--- src/rtl/ship_motion_ctrl.sv ---
// ship_motion_ctrl
//   Game-state stage feeding the VGA renderer. Decodes PS/2 arrow-key
//   make/break sequences into four held key flags, and on each rising edge
//   of the frame interrupt moves the spaceship (clamped to the screen) and
//   steps the planet leftward every PLANET_DIV frames, wrapping it back to
//   the right edge with a new row.
//
//   Ports
//     clk          system clock (shared with the renderer)
//     rst_n        asynchronous active-low reset
//     scan_code    PS/2 byte, qualified by scan_valid
//     scan_valid   one-cycle strobe per received byte
//     vsync_irq    frame interrupt level, synchronous to clk
//     spaceship_x  ship left column
//     spaceship_y  ship top row
//     planet_x     planet left column
//     planet_y     planet top row
//     frame_done   one-cycle pulse the cycle after each position update
//
//   Scan decoder states
//     state     | meaning
//     ----------+---------------------------------------------
//     S_IDLE    | waiting for a new code sequence
//     S_EXT     | E0 seen, next byte is an extended make code
//     S_EXT_BRK | E0 F0 seen, next byte is an extended break
//     S_BRK     | F0 seen, next byte is a non-extended break (discarded)
`timescale 1ns/1ps

module ship_motion_ctrl #(
    parameter int SIZE          = 16,
    parameter int HD            = 640,
    parameter int VD            = 480,
    parameter int SHIP_SPEED    = 2,
    parameter int PLANET_SPEED  = 1,
    parameter int PLANET_DIV    = 2,
    parameter int PLANET_Y_STEP = 97
) (
    input  logic       clk,
    input  logic       rst_n,
    input  logic [7:0] scan_code,
    input  logic       scan_valid,
    input  logic       vsync_irq,
    output logic [9:0] spaceship_x,
    output logic [9:0] spaceship_y,
    output logic [9:0] planet_x,
    output logic [9:0] planet_y,
    output logic       frame_done
);

    localparam logic [7:0] CODE_EXT  = 8'hE0;
    localparam logic [7:0] CODE_BRK  = 8'hF0;
    localparam logic [7:0] KEY_UP    = 8'h75;
    localparam logic [7:0] KEY_DOWN  = 8'h72;
    localparam logic [7:0] KEY_LEFT  = 8'h6B;
    localparam logic [7:0] KEY_RIGHT = 8'h74;

    localparam logic [10:0] X_MAX      = 11'(HD - SIZE);
    localparam logic [10:0] Y_MAX      = 11'(VD - SIZE);
    localparam logic [10:0] SHIP_SPD   = 11'(SHIP_SPEED);
    localparam logic [9:0]  SHIP_SPD10 = 10'(SHIP_SPEED);
    localparam logic [10:0] PLN_SPD    = 11'(PLANET_SPEED);
    localparam logic [9:0]  PLN_SPD10  = 10'(PLANET_SPEED);
    localparam logic [10:0] PLN_Y_STEP = 11'(PLANET_Y_STEP);
    localparam logic [9:0]  Y_WRAP10   = 10'(VD - SIZE + 1);

    localparam int              CNT_W    = (PLANET_DIV > 1) ? $clog2(PLANET_DIV) : 1;
    localparam logic [CNT_W-1:0] CNT_LAST = CNT_W'(PLANET_DIV - 1);

    typedef enum logic [1:0] {
        S_IDLE,
        S_EXT,
        S_EXT_BRK,
        S_BRK
    } dec_state_t;

    dec_state_t       dec_state;
    logic             key_up;
    logic             key_down;
    logic             key_left;
    logic             key_right;
    logic             vsync_q;
    logic             vsync_rise;
    logic [CNT_W-1:0] frame_cnt;

    // ------------------------------------------------------------------
    // Scan decoder and key flags
    // ------------------------------------------------------------------
    always_ff @(posedge clk or negedge rst_n) begin
        if (!rst_n) begin
            dec_state <= S_IDLE;
            key_up    <= 1'b0;
            key_down  <= 1'b0;
            key_left  <= 1'b0;
            key_right <= 1'b0;
        end else if (scan_valid) begin
            case (dec_state)
                S_IDLE: begin
                    if (scan_code == CODE_EXT)
                        dec_state <= S_EXT;
                    else if (scan_code == CODE_BRK)
                        dec_state <= S_BRK;
                    else
                        dec_state <= S_IDLE;
                end
                S_EXT: begin
                    if (scan_code == CODE_BRK) begin
                        dec_state <= S_EXT_BRK;
                    end else begin
                        dec_state <= S_IDLE;
                        case (scan_code)
                            KEY_UP:    key_up    <= 1'b1;
                            KEY_DOWN:  key_down  <= 1'b1;
                            KEY_LEFT:  key_left  <= 1'b1;
                            KEY_RIGHT: key_right <= 1'b1;
                            default:   ;
                        endcase
                    end
                end
                S_EXT_BRK: begin
                    dec_state <= S_IDLE;
                    case (scan_code)
                        KEY_UP:    key_up    <= 1'b0;
                        KEY_DOWN:  key_down  <= 1'b0;
                        KEY_LEFT:  key_left  <= 1'b0;
                        KEY_RIGHT: key_right <= 1'b0;
                        default:   ;
                    endcase
                end
                S_BRK:   dec_state <= S_IDLE;
                default: dec_state <= S_IDLE;
            endcase
        end
    end

    // ------------------------------------------------------------------
    // Next-position arithmetic. Sums are 11 bits so the clamp compare sees
    // any carry out of the 10-bit coordinate.
    // ------------------------------------------------------------------
    logic [10:0] x_inc;
    logic [10:0] y_inc;
    logic [10:0] py_inc;
    logic [9:0]  ship_x_nxt;
    logic [9:0]  ship_y_nxt;
    logic [9:0]  planet_x_nxt;
    logic [9:0]  planet_y_nxt;

    assign x_inc  = {1'b0, spaceship_x} + SHIP_SPD;
    assign y_inc  = {1'b0, spaceship_y} + SHIP_SPD;
    assign py_inc = {1'b0, planet_y} + PLN_Y_STEP;
    assign vsync_rise = vsync_irq & ~vsync_q;

    always_comb begin
        ship_x_nxt = spaceship_x;
        if (key_right && !key_left)
            ship_x_nxt = (x_inc > X_MAX) ? X_MAX[9:0] : x_inc[9:0];
        else if (key_left && !key_right)
            ship_x_nxt = ({1'b0, spaceship_x} < SHIP_SPD) ? 10'd0 : spaceship_x - SHIP_SPD10;
    end

    always_comb begin
        ship_y_nxt = spaceship_y;
        if (key_down && !key_up)
            ship_y_nxt = (y_inc > Y_MAX) ? Y_MAX[9:0] : y_inc[9:0];
        else if (key_up && !key_down)
            ship_y_nxt = ({1'b0, spaceship_y} < SHIP_SPD) ? 10'd0 : spaceship_y - SHIP_SPD10;
    end

    // The wrapped row is always below 1024, so the 10-bit subtraction of
    // the low bits gives the exact result.
    always_comb begin
        planet_x_nxt = planet_x;
        planet_y_nxt = planet_y;
        if ({1'b0, planet_x} >= PLN_SPD) begin
            planet_x_nxt = planet_x - PLN_SPD10;
        end else begin
            planet_x_nxt = X_MAX[9:0];
            planet_y_nxt = (py_inc > Y_MAX) ? (py_inc[9:0] - Y_WRAP10) : py_inc[9:0];
        end
    end

    // ------------------------------------------------------------------
    // Frame-rate position registers
    // ------------------------------------------------------------------
    always_ff @(posedge clk or negedge rst_n) begin
        if (!rst_n) begin
            vsync_q     <= 1'b0;
            frame_done  <= 1'b0;
            frame_cnt   <= '0;
            spaceship_x <= 10'd64;
            spaceship_y <= 10'd232;
            planet_x    <= 10'd624;
            planet_y    <= 10'd100;
        end else begin
            vsync_q    <= vsync_irq;
            frame_done <= vsync_rise;
            if (vsync_rise) begin
                spaceship_x <= ship_x_nxt;
                spaceship_y <= ship_y_nxt;
                if (frame_cnt == CNT_LAST) begin
                    frame_cnt <= '0;
                    planet_x  <= planet_x_nxt;
                    planet_y  <= planet_y_nxt;
                end else begin
                    frame_cnt <= frame_cnt + 1'b1;
                end
            end
        end
    end

endmodule

--- config.mk ---
export PLATFORM = sky130hd
export DESIGN_NAME = ship_motion_ctrl
export DESIGN_NICKNAME = d
export VERILOG_FILES = /design/src/rtl/ship_motion_ctrl.sv
export SDC_FILE = /design/constraint.sdc
export NUM_CORES = 1
export LEC_CHECK = 0
export ABC_AREA = 0
export CORE_AREA = 2 2 86 88
export DETAILED_ROUTE_END_ITERATION = 8
export DIE_AREA = 0 0 88 90
export DONT_BUFFER_PORTS = 1
export GPL_TIMING_DRIVEN = 0
export PLACE_DENSITY = 0.67
export SLEW_MARGIN = 20
export SYNTH_ARGS = -nofsm -noshare
export SYNTH_HDL_FRONTEND = slang
export SYNTH_SLANG_ARGS = --single-unit
--- constraint.sdc ---
create_clock -name clk -period 4.15 [get_ports clk]
set_clock_uncertainty 0.1 [all_clocks]
set_input_delay 0.2075 -clock clk [delete_from_list [all_inputs] [get_ports clk]]
set_output_delay 0.2075 -clock clk [all_outputs]
set_load 0.02 [all_outputs]
Yosys cells after proc, flatten, opt, wreduce, memory -nomap -nowiden
Index checks and enable logic that the tools add are counted.
{"block": "totals", "reg_bits": 49, "in_bits": 12, "out_inout_bits": 41}
{"block": "op_classes", "add_sub_neg": 8, "magnitude_cmp": 6, "n_eq_ne": 18, "muxes": 31, "n_bitwise": 3, "reduce_logical": 21}
{"op": "10-bit two-way mux", "n": 10}
{"op": "8-bit by 7-bit equality test with 1-bit output, second input constant", "n": 4}
{"op": "10-bit by 2-bit adder with 11-bit output, second input constant", "n": 2}
{"op": "11-bit by 9-bit > comparator with 1-bit output, second input constant", "n": 2}
{"op": "10-bit by 2-bit < comparator with 1-bit output, second input constant", "n": 2}
{"op": "5-bit AND reduction", "n": 4}
{"op": "10-bit by 2-bit subtractor with 10-bit output, second input constant", "n": 2}
{"op": "8-bit equality test, second input constant", "n": 2}
{"op": "1-bit two-way mux", "n": 13}
{"op": "2-bit != test, second input constant", "n": 6}
{"op": "10-bit by 7-bit adder with 11-bit output, second input constant", "n": 1}
{"op": "11-bit by 10-bit > comparator with 1-bit output, second input constant", "n": 1}
{"op": "10-bit by 1-bit greater-or-equal comparator with 1-bit output, second input constant", "n": 1}
{"op": "10-bit by 1-bit subtractor with 10-bit output, second input constant", "n": 1}
{"op": "10-bit by 9-bit subtractor with 10-bit output, second input constant", "n": 1}
{"op": "1-bit one-hot mux with 2 select lines", "n": 4}
{"op": "2-bit two-way mux", "n": 3}
{"op": "2-bit by 1-bit != test with 1-bit output, second input constant", "n": 3}
{"op": "2-bit one-hot mux with 3 select lines", "n": 1}
{"op": "2-bit AND reduction", "n": 3}
{"op": "2-bit nonzero test", "n": 3}
{"op": "2-bit equality test, second input constant", "n": 2}
{"op": "1-bit logical AND", "n": 4}
{"op": "1-bit zero test", "n": 4}
{"op": "other kinds (7)", "n": 8}

Longest topological paths before layout
{"block": "logic_depth", "word_depth": 4, "mapped_depth": 11, "ltp_nobuf": 9}

Worst setup path before layout
No wires, ideal clock.
{"block": "synth_timing", "kind": "register to register", "startpoint": "reg planet_y[0]", "endpoint": "reg planet_y[2]", "arrival_ps": 2458, "required_time_ps": 3975, "path_slack_ps": 1517, "path_stages_with_launch": 12, "path_buffers": 2, "period_less_slack_ps": 2633, "path_cell_list": "dfrtp_1 -> ha_1 -> buf_2 -> and3_2 -> buf_4 -> a41oi_1 -> o21ai_0 -> o21ai_2 -> o2bb2ai_4 -> or3_1 -> a21oi_2 -> xor2_1"}
{"block": "synth_via", "elab_chain_cells": 3, "elab_cells_between_ends": 4}
{"item": "start, declared", "line": "46", "rtl": "output logic [9:0] planet_y,"}
{"item": "start signal, assigned", "line": "202", "rtl": "planet_y <= planet_y_nxt;"}
{"item": "10-bit by 7-bit adder with 11-bit output *", "line": "149", "rtl": "assign py_inc = {1'b0, planet_y} + PLN_Y_STEP;"}
{"item": "10-bit by 9-bit subtractor with 10-bit output / 11-bit by 9-bit > comparator with 1-bit output (equally long branches)", "line": "177", "rtl": "planet_y_nxt = (py_inc > Y_MAX) ? (py_inc[9:0] - Y_WRAP10) : py_inc[9:0];"}
{"item": "10-bit two-way mux *", "line": "177"}
Mark *: on every way between the ends. The rest lies on a longest branch, timed or not.
A chain may end at the register's enable or synchronous reset.

Worst setup path after layout
{"block": "layout_timing", "startpoint": "reg planet_y[0]", "endpoint": "reg planet_y[9]"}
The elaborated chain is that of the path after synthesis.

==> results.md <==
* Status: complete, no violations
* Synth top area share at 23.4%
* #FFs+latches synth at 47
* Fin crit period at 3.00 ns
* Crit-path max FO at 10
* All-layer global routing usage at 24.0%
* Clock Latency Late Sink at 0.31 ns
* VDD IR max at 0.168 mV
* Fmax achieved at 0.334 GHz
* Async SR Flop Fraction at 100%
* Detailed router's first-iteration violation count at 182
* Syn Area/Cell at 7.92 um2
* Crit path DAT at 3.14 ns
* Area Overhead vs Synth at 8.34%
* Max_cap viols at 0
* Clk slew on worst S/H paths at 0.10 ns
* Sink Count at 47
* Synth Warn # at 0
* Sequential-to-total area share from yosys stat at 31.9%
* WL/cell at 15.7 um
* Ant diodes at 0
* Final Hold Fails at 0
* CTS tree: yes
* Synthesized instance count at 472
* Die Y at 90 um
* Slew margin rel. at 51.0%
* CTS root buf: clkbuf_8
* Core area at 7020 um2
* Slew @ Worst Pin at 0.732 ns
* RSZ-0062 raised after global routing: no
* EDFF count, synth at 0
* Die area at 7920 um2
* Pleak at 1.59 nW
* Cell mode on critical path: a21oi_1
* Routed vias at 3602
* Longest Clk Path Bufs at 2
* Post-DP HPWL at 6690 um
* Post-DR vias/cell at 6.16
* Final net count at 507
* Count of final setup violators at 0
* Initial Util at 53.2%
* Hold_sp: scan_code[1]
* Pin count of the biggest net entering global routing at 48
* Vias in the first global route at 3406
* Crit. Startpoint: planet_y[0]
* CTS buffer count at 5
* Residual DRC at 0
* Period Utilization, post-route at 72.2%
* Placed cell areas at 3860 um2
* Critical path type: flip-flop to flip-flop
* Crit-path max cell delay at 0.62 ns
* Syn Std Cell Area at 3740 um2
* Routability Congestion at 0.929
* Number of antenna violations at the first check in global routing at 0
* Die Wd at 88 um
* Final slew viol count at 0
* Setup TNS at 0 ns
* PortBufs at 0
* Worst reg2reg path startpoint: planet_y[0]
* Layout cell share with drive strength beyond 1 at 12.1%
* Slowest-stage cell, CP: dfrtp_1
* # IOs at 53
* Crit end category: flip-flop
* Post-cts resize count at 0
* Rows at 31
* HP Class: primary input to flip-flop
* Drt pass-1 iters at 4
* Main flop type after synthesis: dfrtp_1
* H-tree depth at 2
* Final WL at 9200 um
* Critical-path cell list: ha_1 > buf_2 > buf_2 > o211ai_1 > a221oi_1 > o21ai_0 > or2_2 > a21oi_1 > a21oi_1 > a21oi_1
* GR Overflow Total at 0
* Critical Path RT at 4.30 ns
* CP startpoint kind: flip-flop
* Total power divided by cell area at 435 nW/um2
* Post-synthesis cell type count at 77
* First-pass GRT wire length at 15500 um
* Synth area leader: dfrtp_1
* Largest cells by area after synthesis: dfrtp_1 (23%), dfstp_2 (8.4%), nand2_1 (5.7%)
* Post-route ant nets at 0
* Final instance area at 4050 um2
-- area by class of cell --
| cell class | count | area [um2] |
|---|---|---|
| Fill cell | 647 | 2970 |
| Multi-Input combinational cell | 376 | 2320 |
| Sequential cell | 47 | 1190 |
| Buffer | 28 | 149 |
| Tap cell | 99 | 124 |
| Inverter | 22 | 83.8 |
| Clock buffer | 5 | 68.8 |
| Timing Repair Buffer | 5 | 67.6 |
| Clock inverter | 3 | 47.5 |
-- Yosys cell counts, types with 3 or more instances --
library cell / count
o211ai_1: 6
a21oi_1: 40
buf_4: 3
o21ai_0: 35
o22a_1: 4
xor2_1: 8
a41oi_1: 4
or4_1: 3
or3_1: 5
nor3_1: 18
buf_6: 3
nand4_1: 9
clkbuf_1: 13
ha_1: 10
nand3_1: 12
nor4_1: 7
buf_2: 8
dfrtp_1: 35
or2_2: 5
a221oi_1: 3
mux2i_1: 4
nor3b_1: 3
nand2b_1: 11
and2_1: 6
xnor2_1: 10
o31ai_1: 4
dfstp_2: 12
o221ai_1: 4
nand2_1: 57
inv_1: 21
and3_1: 3
a31oi_1: 6
nor2_1: 42
a32oi_1: 3
-- layout by cell type, fill, tap and decap left out, types with 12 or more instances in the layout --
| cell type | n |
|---|---|
| nor2_1 | 42 |
| o21ai_0 | 35 |
| a21oi_1 | 40 |
| inv_1 | 21 |
| dfrtp_1 | 35 |
| clkbuf_1 | 13 |
| nand3_1 | 12 |
| nand2_1 | 57 |
| nor3_1 | 18 |
| dfstp_2 | 12 |
-- per-stage QoR --
| stage | cells | setup WS [ns] | total power, mW | utilization (%) | hold slack [ns] |
|---|---|---|---|---|---|
| final | 585 | 1.15 | 1.76 | 57.7 | 0.0473 |
| after global routing | 585 | 0.889 | 1.89 | 57.7 | 0.0694 |
| after CTS | 585 | 1.18 | 1.77 | 57.7 | 0.0443 |
| after detailed placement | 572 | 1.23 | 1.39 | 55.1 | -0.187 |
| after global placement | 572 | 1.24 | 1.37 | 55.1 | -0.187 |
| after floorplan | 473 | 1.52 | 1.24 | - | -0.188 |
-- critical path: cells and delay by family, from the launching register on --
family | cells | cell delay, ns
adder cells (fa/ha/maj) | 1 | 0.21
buffers and inverters | 2 | 0.42
AND/OR/NAND/NOR | 1 | 0.33
flip-flops | 1 | 0.62
AO/OA/AOI/OAI | 6 | 1.24
-- power breakdown --
part	switching [mW]	internal (mW)	total, mW
clock	0.179	0.183	0.362
sequential	0.241	0.565	0.805
combinational	0.353	0.241	0.594
total	0.773	0.988	1.76
-- flip-flops by register name (all words and copies together) (netlist names), 2 cells and up --
register	flops
spaceship_x	9
spaceship_y	9
planet_x	10
planet_y	10
dec_state	2
-- worst paths after layout --
check	endpoint	slack, ns	cells after the start
max	planet_y[9]	1.15	10
min	key_up	0.05	3
max reg2reg	planet_y[9]	1.15	10
min reg2reg	frame_cnt	0.41	1
max in group asynchronous	spaceship_y[6]	3.37	2
min in group asynchronous	planet_y[3]	0.28	2
-- what timing repair did --
action	in CTS	in global routing
endpoints found under the hold margin	52	0
endpoints found under the setup margin	0	0
hold buffers	5	0
setup buffers	0	0
-- layer usage --
metal  share of wire, %  GRT usage (%)  vias up
li1                   -              -     1749
met1                 43           31.8     1701
met2                 48           38.8      137
met3                6.9           5.51       15
met4                1.4           6.67        0
met5                  0              0        -
-- kinds of logic (layout without fill, tap and decap cells) --
group / after synthesis / after routing / share of synthesized area [%]
adders and majority gates: 10 / 10 / 3.35
buffers and inverters: 50 / 63 / 6.23
other: 1 / 2 / 0.100
xor gates and xnor gates: 18 / 18 / 4.22
AOI/OAI and AO/OA: 141 / 141 / 25.6
and+or+nand+nor: 199 / 199 / 27.0
muxes: 6 / 6 / 1.67
DFF: 47 / 47 / 31.9
Power figures use the tool's default switching activity.
